### src/rtl/micro_op_queue_pkg.sv
// Shared micro-op field widths, the packed micro-op record, and its all-zero NOP value.
// The queue stores records of this type, and decode treats a zero record as a bubble.
package micro_op_queue_pkg;

    localparam int MICRO_W    = 8;
    localparam int REG_ADDR_W = 4;
    localparam int IMM_W      = 32;
    localparam int BIT_MODE_W = 2;
    localparam int ADDR_W     = 64;

    typedef struct packed {
        logic [MICRO_W-1:0]    opcode;
        logic [REG_ADDR_W-1:0] reg_addr_d;
        logic [REG_ADDR_W-1:0] reg_addr_s;
        logic [REG_ADDR_W-1:0] reg_addr_t;
        logic [IMM_W-1:0]      immediate;
        logic [BIT_MODE_W-1:0] bit_mode;
        logic                  efl_mode;
        logic [ADDR_W-1:0]     pc;
    } micro_op_t;

    localparam micro_op_t MICRO_OP_NOP = '0;

endpackage

### src/rtl/micro_op_queue_ctrl.sv
// Pointer and occupancy bookkeeping for the micro-op queue.
// Generates the qualified push/pop strobes and the full/empty flags.
module micro_op_queue_ctrl
    import micro_op_queue_pkg::*;
#(
    parameter int DEPTH = 8,
    parameter int PTR_W = $clog2(DEPTH),
    parameter int CNT_W = PTR_W + 1
) (
    input  logic             i_clk,
    input  logic             i_rst,
    input  logic             i_enqValid,
    input  logic             i_stall,
    input  logic             i_flush,
    output logic [PTR_W-1:0] o_rdPtr,
    output logic [PTR_W-1:0] o_wrPtr,
    output logic [CNT_W-1:0] o_count,
    output logic             o_push,
    output logic             o_pop,
    output logic             o_full,
    output logic             o_empty
);

    logic [PTR_W-1:0] r_rdPtr;
    logic [PTR_W-1:0] r_wrPtr;
    logic [CNT_W-1:0] r_count;

    // A full queue refuses the offer even when a pop is also happening this cycle.
    always_comb begin
        o_full  = (r_count == CNT_W'(DEPTH));
        o_empty = (r_count == '0);
        o_push  = i_enqValid & ~o_full & ~i_flush & ~i_rst;
        o_pop   = ~o_empty & ~i_stall & ~i_flush & ~i_rst;
    end

    // Flush behaves like reset for the bookkeeping so the redirect starts from slot 0.
    always_ff @(posedge i_clk) begin
        if (i_rst || i_flush) begin
            r_rdPtr <= '0;
            r_wrPtr <= '0;
            r_count <= '0;
        end else begin
            if (o_push) r_wrPtr <= r_wrPtr + PTR_W'(1);
            if (o_pop)  r_rdPtr <= r_rdPtr + PTR_W'(1);
            r_count <= r_count + CNT_W'(o_push) - CNT_W'(o_pop);
        end
    end

    assign o_rdPtr = r_rdPtr;
    assign o_wrPtr = r_wrPtr;
    assign o_count = r_count;

endmodule

### src/rtl/micro_op_queue.sv
// Circular FIFO of decoded micro-ops feeding decode_phase.
// The oldest entry is driven combinationally, and an empty queue presents a NOP.
module micro_op_queue
    import micro_op_queue_pkg::*;
#(
    parameter int DEPTH = 8
) (
    input  logic                  i_clk,
    input  logic                  i_rst,
    input  logic                  i_enq_valid,
    output logic                  o_enq_ready,
    input  logic [MICRO_W-1:0]    i_enq_opcode,
    input  logic [REG_ADDR_W-1:0] i_enq_reg_addr_d,
    input  logic [REG_ADDR_W-1:0] i_enq_reg_addr_s,
    input  logic [REG_ADDR_W-1:0] i_enq_reg_addr_t,
    input  logic [IMM_W-1:0]      i_enq_immediate,
    input  logic [BIT_MODE_W-1:0] i_enq_bit_mode,
    input  logic                  i_enq_efl_mode,
    input  logic [ADDR_W-1:0]     i_enq_pc,
    output logic [MICRO_W-1:0]    o_deq_opcode_head,
    output logic [REG_ADDR_W-1:0] o_deq_reg_addr_d_head,
    output logic [REG_ADDR_W-1:0] o_deq_reg_addr_s_head,
    output logic [REG_ADDR_W-1:0] o_deq_reg_addr_t_head,
    output logic [IMM_W-1:0]      o_deq_immediate_head,
    output logic [BIT_MODE_W-1:0] o_deq_bit_mode_head,
    output logic                  o_deq_efl_mode_head,
    output logic [ADDR_W-1:0]     o_deq_pc_head,
    output logic                  o_deq_valid,
    input  logic                  i_stall,
    input  logic                  i_flush,
    output logic [$clog2(DEPTH):0] o_count
);

    localparam int PTR_W = $clog2(DEPTH);
    localparam int CNT_W = PTR_W + 1;

    micro_op_t        r_mem [DEPTH];
    micro_op_t        w_enqEntry;
    micro_op_t        w_head;
    logic [PTR_W-1:0] w_rdPtr;
    logic [PTR_W-1:0] w_wrPtr;
    logic [CNT_W-1:0] w_count;
    logic             w_push;
    logic             w_pop;
    logic             w_full;
    logic             w_empty;

    micro_op_queue_ctrl #(
        .DEPTH (DEPTH),
        .PTR_W (PTR_W),
        .CNT_W (CNT_W)
    ) u_ctrl (
        .i_clk      (i_clk),
        .i_rst      (i_rst),
        .i_enqValid (i_enq_valid),
        .i_stall    (i_stall),
        .i_flush    (i_flush),
        .o_rdPtr    (w_rdPtr),
        .o_wrPtr    (w_wrPtr),
        .o_count    (w_count),
        .o_push     (w_push),
        .o_pop      (w_pop),
        .o_full     (w_full),
        .o_empty    (w_empty)
    );

    assign w_enqEntry = '{
        opcode:     i_enq_opcode,
        reg_addr_d: i_enq_reg_addr_d,
        reg_addr_s: i_enq_reg_addr_s,
        reg_addr_t: i_enq_reg_addr_t,
        immediate:  i_enq_immediate,
        bit_mode:   i_enq_bit_mode,
        efl_mode:   i_enq_efl_mode,
        pc:         i_enq_pc
    };

    // Storage carries no reset; the empty-forcing below hides whatever it holds.
    always_ff @(posedge i_clk) begin
        if (w_push) r_mem[w_wrPtr] <= w_enqEntry;
    end

    assign w_head = w_empty ? MICRO_OP_NOP : r_mem[w_rdPtr];

    assign o_deq_opcode_head     = w_head.opcode;
    assign o_deq_reg_addr_d_head = w_head.reg_addr_d;
    assign o_deq_reg_addr_s_head = w_head.reg_addr_s;
    assign o_deq_reg_addr_t_head = w_head.reg_addr_t;
    assign o_deq_immediate_head  = w_head.immediate;
    assign o_deq_bit_mode_head   = w_head.bit_mode;
    assign o_deq_efl_mode_head   = w_head.efl_mode;
    assign o_deq_pc_head         = w_head.pc;
    assign o_deq_valid           = ~w_empty;
    assign o_enq_ready           = ~w_full;
    assign o_count               = w_count;

    always_ff @(posedge i_clk) begin
        if (!i_rst) begin
            assert (w_count <= CNT_W'(DEPTH));
            assert (!(w_push && w_full));
            assert ((w_count != '0) || (w_head == MICRO_OP_NOP));
        end
    end

    logic w_unusedPop;
    assign w_unusedPop = w_pop;

endmodule

### config.mk
export PLATFORM = sky130hd
export DESIGN_NAME = micro_op_queue
export DESIGN_NICKNAME = d
export VERILOG_FILES = /design/src/rtl/micro_op_queue_pkg.sv /design/src/rtl/micro_op_queue_ctrl.sv /design/src/rtl/micro_op_queue.sv
export SDC_FILE = /design/constraint.sdc
export NUM_CORES = 1
export LEC_CHECK = 0
export CAP_MARGIN = 20
export CORE_MARGIN = 4
export CORE_UTILIZATION = 57
export DETAILED_ROUTE_END_ITERATION = 7
export DONT_BUFFER_PORTS = 1
export PLACE_DENSITY = 0.72
export SLEW_MARGIN = 20
export SYNTH_ARGS = -nofsm -noshare
export SYNTH_HDL_FRONTEND = slang
export SYNTH_HIERARCHICAL = 1
export SYNTH_SLANG_ARGS = --single-unit
### constraint.sdc
create_clock -name i_clk -period 15.3 [get_ports i_clk]
set_input_delay 3.825 -clock i_clk [delete_from_list [all_inputs] [get_ports i_clk]]
set_output_delay 3.825 -clock i_clk [all_outputs]
set_load 0.05 [all_outputs]
==> results.md <==
- Outcome: complete, no violations
- Vias in the first global route: roughly 17000
- Worst Skew: 0.02314 ns
- Slowest CP cell: buf_4
- H-tree Lvls: 3
- CP bufs+invs: 2
- Area of the multi-input gates: 7446 µm²
- # resized after CTS: 0
- # fillers: 4068
- Root buf cell: clkbuf_16
- Unrepaired setup endpoints after global routing: no
- CP Capture Type: primary output
- Starting density of the core: 57.95%
- CTS clk-pin slew, worst paths: about 0.060 ns
- PnR Total Power: 5221 µW
- Cell area after layout: 40660 µm²
- Hold buffers post-CTS: 0
- Antenna Nets Post-Route: 0
- Syn Inst Count: 1584
- Flip-flop and latch area: 28800 µm²
- Worst reg2reg startpoint: u_ctrl/o_count[2]$_SDFF_PP0_
- Largest net degree at the start of global routing: 120
- CP arrival: 4.50 ns
- Hold crit path type: flop to flop
- First-pass GRT wire length: 104300 µm
- Antenna violations before repair: 0
- ANT cells: 0
- Max clock buf depth: 3
- Mux share of post-synthesis cell area: 17.90%
- Fmax: 120.2 MHz
- Post-synthesis compound-gate area fraction: less than 1%
- DP HPWL: 35570 µm
- Post-CTS setup repair buffer count: 0
- Crit Path Class: flop to primary output
- Largest family of logic cells by synthesized area: multiplexers
- Core region area: 63430 µm²
- Io pins: 249
- CP Max Fanout: 76
- Number of distinct library cells after synthesis: 30
- Vias: between 15000 and 20000
- First-pass detailed-route iteration total: 8
- Maxcap violations: 0
- CP dominant cell by count: buf_4
- Die width: 261.9 µm
- Period utilisation layout: 54.38%
- Clk sink count: 962
- Max stage delay on crit path: between 0.8 and 0.9 ns
- Adder-Cell Fraction of Synth Area: 0.3268%
- DR iter-0 viols: 1126
- TritonCTS clock tree: yes
- Area delta synth->final: 10.62%
- Post-synthesis xor/xnor area fraction: less than 1%
- Share of layout cells above drive strength 1: between 20% and 30%
- Gr ovfl total: 0
- HP Start: u_ctrl/o_wrPtr[2]$_SDFFE_PP0P_
- Worst VDD drop: 0.0001366 V
- Slew Limit Headroom: approximately 23%
- Delay-heaviest family, CP: buffers and inverters
- Simple-gate area share of the yosys netlist: under 10%
- GRT Total Usage: about a fifth
- Register bit count reported by yosys: 962
- Cts bufs inserted: 92
- Drt total wl: between 60000 and 70000 µm
- Worst slew pin tran: ~1.1 ns
- Die footprint: about 69000 µm²
- Final slew viol count: 0
- CP cell instances: buf_4, buf_4, mux4_2, mux2i_1, nor2_1
- CP required: around 11 ns
- Synth Cell Area: 36760 µm²
- Residual DRC: 0
- Setup violators final: 0
- Setup TNS: 0 ns
- Lkg Pwr: about 0.012 µW
- Ys Warns: 6
- Synthesized Nets: 1717
- # nets final: around 1800
- Final min period: 8.320 ns
- WL per Instance: 27.17 µm
- Crit path from: u_ctrl/o_rdPtr[2]$_SDFFE_PP0P_
- Hold Vio Cnt, Final: 0
- Fin util: 64.11%
- DR vias/cell: ~6
- Avg Inst Size Synth: 23.21 µm²
- Routability cong.: ~0.73
- Placed cell area: 37600 µm²
- Clk Latency, worst-skew pair: 0.63 ns
- Power Dens Cells: 128.4 nW/µm²
- Sequential cell area fraction in the yosys report: 78.32%
- Die H: roughly 260 µm
- CP Launch Type: flop
- Cell Rows: 92
- PortBufs: 0
[cell families after synthesis]
logic type,after synthesis
DFF,962
muxes,360
and+or+nand+nor,150
buffers and inverters,92
AOI/OAI and AO/OA,10
adders and majority gates,9
xor gates and xnor gates,1
[synth_stat cells]
| cell type | instances | area share (%) |
|---|---|---|
| mux2i_1 | 122 | 3.3 |
| fa_1 | 1 | 0.054 |
| inv_1 | 12 | 0.12 |
| buf_4 | 1 | 0.020 |
| xor2_1 | 1 | 0.024 |
| buf_2 | 34 | 0.46 |
| buf_6 | 25 | 0.77 |
| buf_8 | 1 | 0.041 |
| a21o_1 | 1 | 0.020 |
| nor2_1 | 128 | 1.3 |
| a21oi_1 | 4 | 0.054 |
| nor2_2 | 1 | 0.017 |
| nand2b_1 | 3 | 0.051 |
| mux4_2 | 238 | 15 |
| and2_1 | 1 | 0.017 |
| or2_2 | 1 | 0.017 |
| or3b_4 | 1 | 0.031 |
| ha_1 | 8 | 0.27 |
| o311ai_0 | 1 | 0.024 |
| nand2_1 | 6 | 0.061 |
| dfxtp_1 | 10 | 0.54 |
| nor3_1 | 2 | 0.027 |
| edfxtp_1 | 952 | 78 |
| o21ai_0 | 3 | 0.041 |
| nor3b_2 | 1 | 0.034 |
| o41ai_1 | 1 | 0.024 |
| clkbuf_1 | 18 | 0.18 |
| nand3_1 | 2 | 0.027 |
| or3_1 | 4 | 0.068 |
| inv_2 | 1 | 0.010 |
[layout make-up]
cell class                 instances  area share, %
timing repair buffer              28         0.7908
clock inverter                    61          1.517
sequential                       962          70.83
multi-input combinational        530          18.31
clock buffer                     110          5.828
inverter                          13         0.1200
tap                              846          2.603
[worst min-delay path, cell delays in order, from the launching register on]
cell and delay [ns]:
dfxtp_1 0.33, o21ai_0 0.10, a21oi_1 0.07
[metal layers]
layer  global-route usage (%)  vias up  wire length, µm
met5                        0        -                0
met2                    34.55      435            35380
met4                    5.620        0             1629
li1                         -     6696                -
met1                    27.17     8473            27400
met3                    5.541      102             4866
[where the power goes]
part,leakage [µW],internal (µW),switching (µW)
registers,0.00866,2910,4.49
logic,0.00193,25.2,69.3
clock network,0.00145,1280,930
[flip-flops by register name, summed over array words and instances (netlist names)]
name / flops
r_mem: 952
u_ctrl/o_count: 4
u_ctrl/o_rdPtr: 3
u_ctrl/o_wrPtr: 3
[layout by cell type, fill, tap and decap left out, types with 8 or more instances in the layout]
cell / instances
clkbuf_16: 92
clkinv_1: 22
mux2i_1: 122
ha_1: 8
buf_4: 19
bufinv_16: 10
inv_1: 12
mux4_2: 238
clkbuf_1: 18
nor2_1: 120
edfxtp_1: 952
clkinv_2: 17
[metrics by stage]
| stage | instances | hold WS [ns] | setup slack [ns] |
|---|---|---|---|
| 2_1_floorplan | 1584 | 0.4621 | 2.159 |
| 3_3_place_gp | 2376 | 0.4822 | 7.583 |
| 3_5_place_dp | 2376 | 0.5424 | 7.557 |
| 4_1_cts | 2547 | 0.5508 | 6.881 |
| 5_1_grt | 2550 | 0.5713 | 6.748 |
| 6_report | 2550 | 0.5548 | 6.980 |
[worst paths after layout]
| check | endpoint | slack, ns | depth (start not counted) |
|---|---|---|---|
| worst max-delay path | o_deq_immediate_head[3] | 6.98 | 5 |
| worst min-delay path | u_ctrl/o_wrPtr[2]$_SDFFE_PP0P_ | 0.55 | 2 |
| worst max register to register | r_mem[5][99]$_DFFE_PP_ | 11.44 | 8 |
| worst min register to register | u_ctrl/o_wrPtr[2]$_SDFFE_PP0P_ | 0.55 | 2 |
(Power assumes the default switching activity.)
